### config.mk
export PLATFORM = sky130hd
export DESIGN_NAME = inst_cache_refill
export DESIGN_NICKNAME = d
export VERILOG_FILES = /design/src/rtl/inst_cache_refill.sv
export SDC_FILE = /design/constraint.sdc
export NUM_CORES = 1
export LEC_CHECK = 0
export BUFFER_PORTS_ARGS = -buffer_cell sky130_fd_sc_hd__buf_4
export CAP_MARGIN = 20
export CORE_MARGIN = 3
export CORE_UTILIZATION = 39
export CTS_CLUSTER_DIAMETER = 40
export DETAILED_ROUTE_END_ITERATION = 8
export PLACE_DENSITY = 0.78
export SYNTH_ARGS = -nofsm -noshare
export SYNTH_HDL_FRONTEND = slang
export SYNTH_SLANG_ARGS = --single-unit
### constraint.sdc
create_clock -name clk -period 2.2 [get_ports clk]
set_clock_uncertainty 0.1 [all_clocks]
set_input_delay 0.44 -clock clk [delete_from_list [all_inputs] [get_ports clk]]
set_output_delay 0.44 -clock clk [all_outputs]
set_load 0.01 [all_outputs]
### src/rtl/inst_cache_refill.sv
// Instruction cache refill engine: fetches a missing line over AXI, writes the
// data banks and tag/valid RAM, forwards the critical word, optionally prefetches.
//
// state  | meaning
// IDLE   | waiting for a demand miss
// INV    | clear the valid bit of the target line before overwriting it
// ADDR   | present the AR request until accepted
// DATA   | accept R beats, write one bank per beat
// COMMIT | write tag + valid, signal completion, maybe chain into prefetch
module inst_cache_refill #(
    parameter int         LINE_WORDS  = 8,
    parameter int         INDEX_WIDTH = 7,
    parameter int         TAG_WIDTH   = 20,
    parameter logic [3:0] ARID        = 4'd0,
    parameter bit         PREFETCH_EN = 1'b1
) (
    input  logic                   clk,
    input  logic                   rst,
    input  logic                   miss_req,
    input  logic [31:0]            miss_addr,
    input  logic                   pre_found,
    output logic                   refill_busy,
    output logic                   refill_done,
    output logic                   refill_err,
    output logic                   crit_valid,
    output logic [31:0]            crit_data,
    output logic [3:0]             arid,
    output logic [31:0]            araddr,
    output logic [7:0]             arlen,
    output logic [2:0]             arsize,
    output logic [1:0]             arburst,
    output logic                   arvalid,
    input  logic                   arready,
    input  logic [31:0]            rdata,
    input  logic [1:0]             rresp,
    input  logic                   rlast,
    input  logic                   rvalid,
    output logic                   rready,
    output logic [LINE_WORDS-1:0]  data_wen,
    output logic [31:0]            data_wdata,
    output logic [INDEX_WIDTH-1:0] wr_index,
    output logic [TAG_WIDTH-1:0]   tag_wdata,
    output logic                   valid_wdata,
    output logic                   tagv_wen
);

    localparam int OFF_W = $clog2(LINE_WORDS);
    localparam int LA_W  = 32 - OFF_W - 2;
    localparam logic [OFF_W-1:0] LAST_BEAT = OFF_W'(LINE_WORDS - 1);

    typedef enum logic [2:0] {
        S_IDLE   = 3'd0,
        S_INV    = 3'd1,
        S_ADDR   = 3'd2,
        S_DATA   = 3'd3,
        S_COMMIT = 3'd4
    } state_t;

    state_t            state_q, state_d;
    logic              pf_q, pf_d;
    logic              pf_pending_q, pf_pending_d;
    logic [LA_W-1:0]   line_q, line_d;
    logic [OFF_W-1:0]  offset_q, offset_d;
    logic [OFF_W-1:0]  beat_q, beat_d;
    logic              err_q, err_d;

    logic [INDEX_WIDTH-1:0] line_index;
    logic [TAG_WIDTH-1:0]   line_tag;

    // line address in line units: low bits are the set index, the rest the tag
    assign line_index = line_q[INDEX_WIDTH-1:0];
    assign line_tag   = line_q[INDEX_WIDTH +: TAG_WIDTH];

    always_ff @(posedge clk) begin
        if (rst) begin
            state_q      <= S_IDLE;
            pf_q         <= 1'b0;
            pf_pending_q <= 1'b0;
            line_q       <= '0;
            offset_q     <= '0;
            beat_q       <= '0;
            err_q        <= 1'b0;
        end else begin
            state_q      <= state_d;
            pf_q         <= pf_d;
            pf_pending_q <= pf_pending_d;
            line_q       <= line_d;
            offset_q     <= offset_d;
            beat_q       <= beat_d;
            err_q        <= err_d;
        end
    end

    always_comb begin
        state_d      = state_q;
        pf_d         = pf_q;
        pf_pending_d = pf_pending_q;
        line_d       = line_q;
        offset_d     = offset_q;
        beat_d       = beat_q;
        err_d        = err_q;
        case (state_q)
            S_IDLE: begin
                pf_d = 1'b0;
                if (miss_req) begin
                    line_d       = miss_addr[31:OFF_W+2];
                    offset_d     = miss_addr[OFF_W+1:2];
                    pf_pending_d = PREFETCH_EN & ~pre_found;
                    err_d        = 1'b0;
                    beat_d       = '0;
                    state_d      = S_INV;
                end
            end
            S_INV: begin
                beat_d  = '0;
                state_d = S_ADDR;
            end
            S_ADDR: begin
                if (arready) state_d = S_DATA;
            end
            S_DATA: begin
                if (rvalid) begin
                    err_d = err_q | (rresp != 2'b00);
                    // rlast alone ends the burst; surplus beats pile onto the last bank
                    if (beat_q != LAST_BEAT) beat_d = beat_q + 1'b1;
                    if (rlast) begin
                        beat_d  = '0;
                        state_d = S_COMMIT;
                    end
                end
            end
            S_COMMIT: begin
                if (!pf_q && pf_pending_q) begin
                    line_d       = line_q + 1'b1;
                    pf_d         = 1'b1;
                    pf_pending_d = 1'b0;
                    err_d        = 1'b0;
                    state_d      = S_INV;
                end else begin
                    state_d = S_IDLE;
                end
            end
            default: state_d = S_IDLE;
        endcase
    end

    always_comb begin
        refill_busy = (state_q != S_IDLE);
        refill_done = 1'b0;
        refill_err  = 1'b0;
        crit_valid  = 1'b0;
        crit_data   = '0;
        arid        = '0;
        araddr      = '0;
        arlen       = '0;
        arsize      = '0;
        arburst     = '0;
        arvalid     = 1'b0;
        rready      = 1'b0;
        data_wen    = '0;
        data_wdata  = '0;
        wr_index    = '0;
        tag_wdata   = '0;
        valid_wdata = 1'b0;
        tagv_wen    = 1'b0;
        case (state_q)
            S_INV: begin
                tagv_wen = 1'b1;
                wr_index = line_index;
            end
            S_ADDR: begin
                arvalid = 1'b1;
                arid    = ARID;
                araddr  = {line_q, {(OFF_W+2){1'b0}}};
                arlen   = 8'(LINE_WORDS - 1);
                arsize  = 3'b010;
                arburst = 2'b01;
            end
            S_DATA: begin
                rready   = 1'b1;
                wr_index = line_index;
                if (rvalid) begin
                    data_wen   = {{(LINE_WORDS-1){1'b0}}, 1'b1} << beat_q;
                    data_wdata = rdata;
                    if (!pf_q && (beat_q == offset_q)) begin
                        crit_valid = 1'b1;
                        crit_data  = rdata;
                    end
                end
            end
            S_COMMIT: begin
                tagv_wen    = 1'b1;
                wr_index    = line_index;
                tag_wdata   = line_tag;
                valid_wdata = ~err_q;
                refill_done = ~pf_q;
                refill_err  = ~pf_q & err_q;
            end
            default: ;
        endcase
    end

endmodule

==> results.py <==
metrics = {
    "cells_and_area": {
        "num_antenna_cells": 0,
        "drive_above_1_share_pct": 42.82,
        "final_nets": 803,
        "final_area_sq_um": 5744,
        "fillers": 758,
        "syn_to_final_growth_pct": 61.03,
    },
    "route": {
        "vias": 4455,
        "vias_per_cell": 5.355,
        "finalWirelength_microns": 14740,
        "first_pass_iters": 6,
        "drt_iter0_markers": 282,
        "drc_errors": 0,
        "antenna_left": 0,
        "wl_per_cell_microns": 17.71,
    },
    "clocking": {
        "clk_latency_ps": 300,
        "cts_root_buf": "clkbuf_8",
        "clockBufferDepth": 2,
        "cts_buffers": 5,
        "cts_num_sinks": 39,
        "tritoncts": "done",
        "clk_pin_slew_ps": 70,
        "h-tree-depth": 2,
    },
    "global_routing": {
        "gr-total-overflow": 0,
        "antenna_found_initial": 0,
        "grt_max_degree": 41,
        "met1_usage_pct": 28.89,
        "met2_usage_pct": 47.94,
        "grt_pass1_vias": 4209,
        "track_usage_pct": 25.69,
        "grt_pass1_wl_microns": 20960,
        "top_usage_layer": "met2",
        "grt_use_met3_pct": 4.339,
    },
    "flow_run": {
        "cap_violations": 0,
    },
    "setup_path": {
        "max_stage_delay_ps": 360,
        "criticalPathCategory": "reg -> out",
        "start_kind": "register",
        "crit_fanout": 5,
        "cp-end-kind": "primary output",
        "ff2ff_setup_slack_ps": 160,
        "cpMostUsedCell": "buf_4",
        "cp_slowest_cell": "dfxtp_4",
        "cp_cell_sequence": "nand2b_4, nor2_4, nand3_2, nor3_4, buf_6, buf_4, and2_1, buf_4",
        "crit_required_ps": 1660,
        "arrival_ps": 1670,
    },
    "placed_design": {
        "numPortBuffers": 209,
        "dp.final_hpwl_microns": 11110,
        "gp_congestion": 0.9270,
        "placed_area_sq_um": 5333,
    },
    "logic_synthesis": {
        "netlist.top_cell.by_area": "dfxtp_1",
        "ys_types": 61,
        "ys_seq_elements": 39,
        "yosysTopAreaCellShare_pct": 21.89,
        "synth_edf_count": 0,
        "syn_area_per_cell_sq_um": 7.192,
        "synth.area.top_cells": "dfxtp_1 (22%), and2_1 (20%), buf_4 (5.5%)",
        "synth_ff_type": "dfxtp_1",
        "synth_most_common_cell": "and2_1",
        "synth_warnings": 0,
        "netlist_instances": 496,
        "ys_seq_area_share_pct": 21.89,
        "synthArstFlopShare_pct": 0,
        "synth_area_sq_um": 3567,
        "synthTopCellsByCount": "and2_1 (116), dfxtp_1 (39), nand2_1 (33), nor2_1 (32), buf_4 (26)",
    },
    "min_path": {
        "hp-class": "in -> reg",
    },
    "timing": {
        "fin_crit_ps": 2212,
        "worst_slew_pin_slew_ps": 544.2,
        "setup_viol": 5,
        "fin_ws_ps": -11.92,
        "max_slew_margin_pct": 63.39,
        "slew_viol_final": 0,
        "rsz0062_at_grt": "yes",
        "finalHoldViolCount": 0,
        "hold_ws_ps": 282.9,
        "fmax_ghz": 0.4521,
        "min_period_over_period_pct": 100.5,
    },
    "die": {
        "core_sq_um": 8806,
        "fp.dieH_microns": 101.6,
        "start_util_pct": 40.51,
        "fp.dieW_microns": 101.6,
        "ios": 229,
        "dieArea_sq_um": 10330,
        "floorplan.rows": 34,
    },
    "power_and_ir_drop": {
        "p_leak_uw": 0.002818,
        "power.total_uw": 2168,
        "ir_drop_v": 0.0002170,
        "p_per_area_nw_per_um2": 377.3,
    },
    "outcome": {
        "outcome": "complete, but fails checks",
        "violations": "setup timing",
    },
}
metal layers:
metal | wire length [microns] | share of wire (%)
met5 | 0 | 0
met4 | 447 | 3.0
met3 | 1169 | 7.9
met2 | 7699 | 52
met1 | 5423 | 37
per-stage QoR:
stage	worst slack, ps	TNS (ps)	instances	utilization (%)
after floorplan	31.62	0	512	-
after global placement	94.12	0	810	60.56
after detailed placement	47.52	0	810	60.56
after CTS	-7.034	-42.63	822	62.70
after global routing	-87.52	-2139	832	65.23
final	-11.92	-39.06	832	65.23
cell type report:
type                       count  area, sq um  share of cell area (%)
tap                          108        135.1                   2.352
inverter                       9        33.78                  0.5881
clock inverter                 3        15.01                  0.2614
multi-input combinational    404         2561                   44.59
sequential                    39        793.3                   13.81
clock buffer                   5        68.82                   1.198
timing repair buffer         264         2137                   37.20
worst paths after layout:
| kind | startpoint | end | cells past startpoint |
|---|---|---|---|
| worst min register to register | offset_q[1] | offset_q[1] | 2 |
| worst max-delay path | state_q[2] | crit_data[21] | 8 |
| worst min-delay path | miss_addr[3] | offset_q[1] | 3 |
| worst max register to register | state_q[0] | line_q[25] | 6 |
power breakdown:
| group | switching [uW] | total (uW) | internal [uW] |
|---|---|---|---|
| logic | 425 | 828 | 403 |
| registers | 75.2 | 844 | 769 |
| clock network | 278 | 495 | 218 |
critical path: cells and delay by family, from the launching register on:
family,cells,cell delay [ps]
buffers and inverters,3,380
DFF,1,360
and+or+nand+nor,5,630
layout by cell type (no fill, tap or decap), types with 3 or more instances in the layout:
cell type / n
nand3_1: 21
nand4_1: 7
buf_12: 5
nand2_1: 32
and2_4: 10
o22ai_1: 6
nor2_1: 28
a32o_1: 7
and2_1: 106
nor2_2: 3
inv_1: 8
conb_1: 17
and3_1: 11
buf_4: 240
o31ai_1: 4
a21boi_0: 3
dfxtp_2: 4
clkbuf_8: 5
clkinv_2: 3
a31oi_1: 5
nand2b_1: 3
ha_1: 7
a22oi_1: 4
nor2b_1: 5
nor4_1: 6
mux2i_1: 15
o21ai_0: 16
a21oi_1: 19
dfxtp_1: 33
buf_6: 16
nor3_1: 20
cells by family after synthesis:
kind of cell	synth area share, %
xor+xnor	0.9823
fa+ha+maj	2.455
other cells	0.1051
buf+inv	10.66
compound gates	15.26
simple gates	44.13
flops	21.89
mux	4.525
what timing repair did:
item | 4_1_cts | 5_1_grt
hold buffers | 0 | 0
setup endpoints to repair | 83 | 65
pin swaps | 2 | 7
gates resized for setup | 21 | 34
gates cloned | 2 | 4
buffers inserted | 2 | 6
flip-flops by register name (all words and copies together), names as in the netlist:
register	cells
err_q	1
pf_pending_q	1
pf_q	1
beat_q	3
line_q	27
state_q	3
offset_q	3
(Power assumes the default switching activity.)
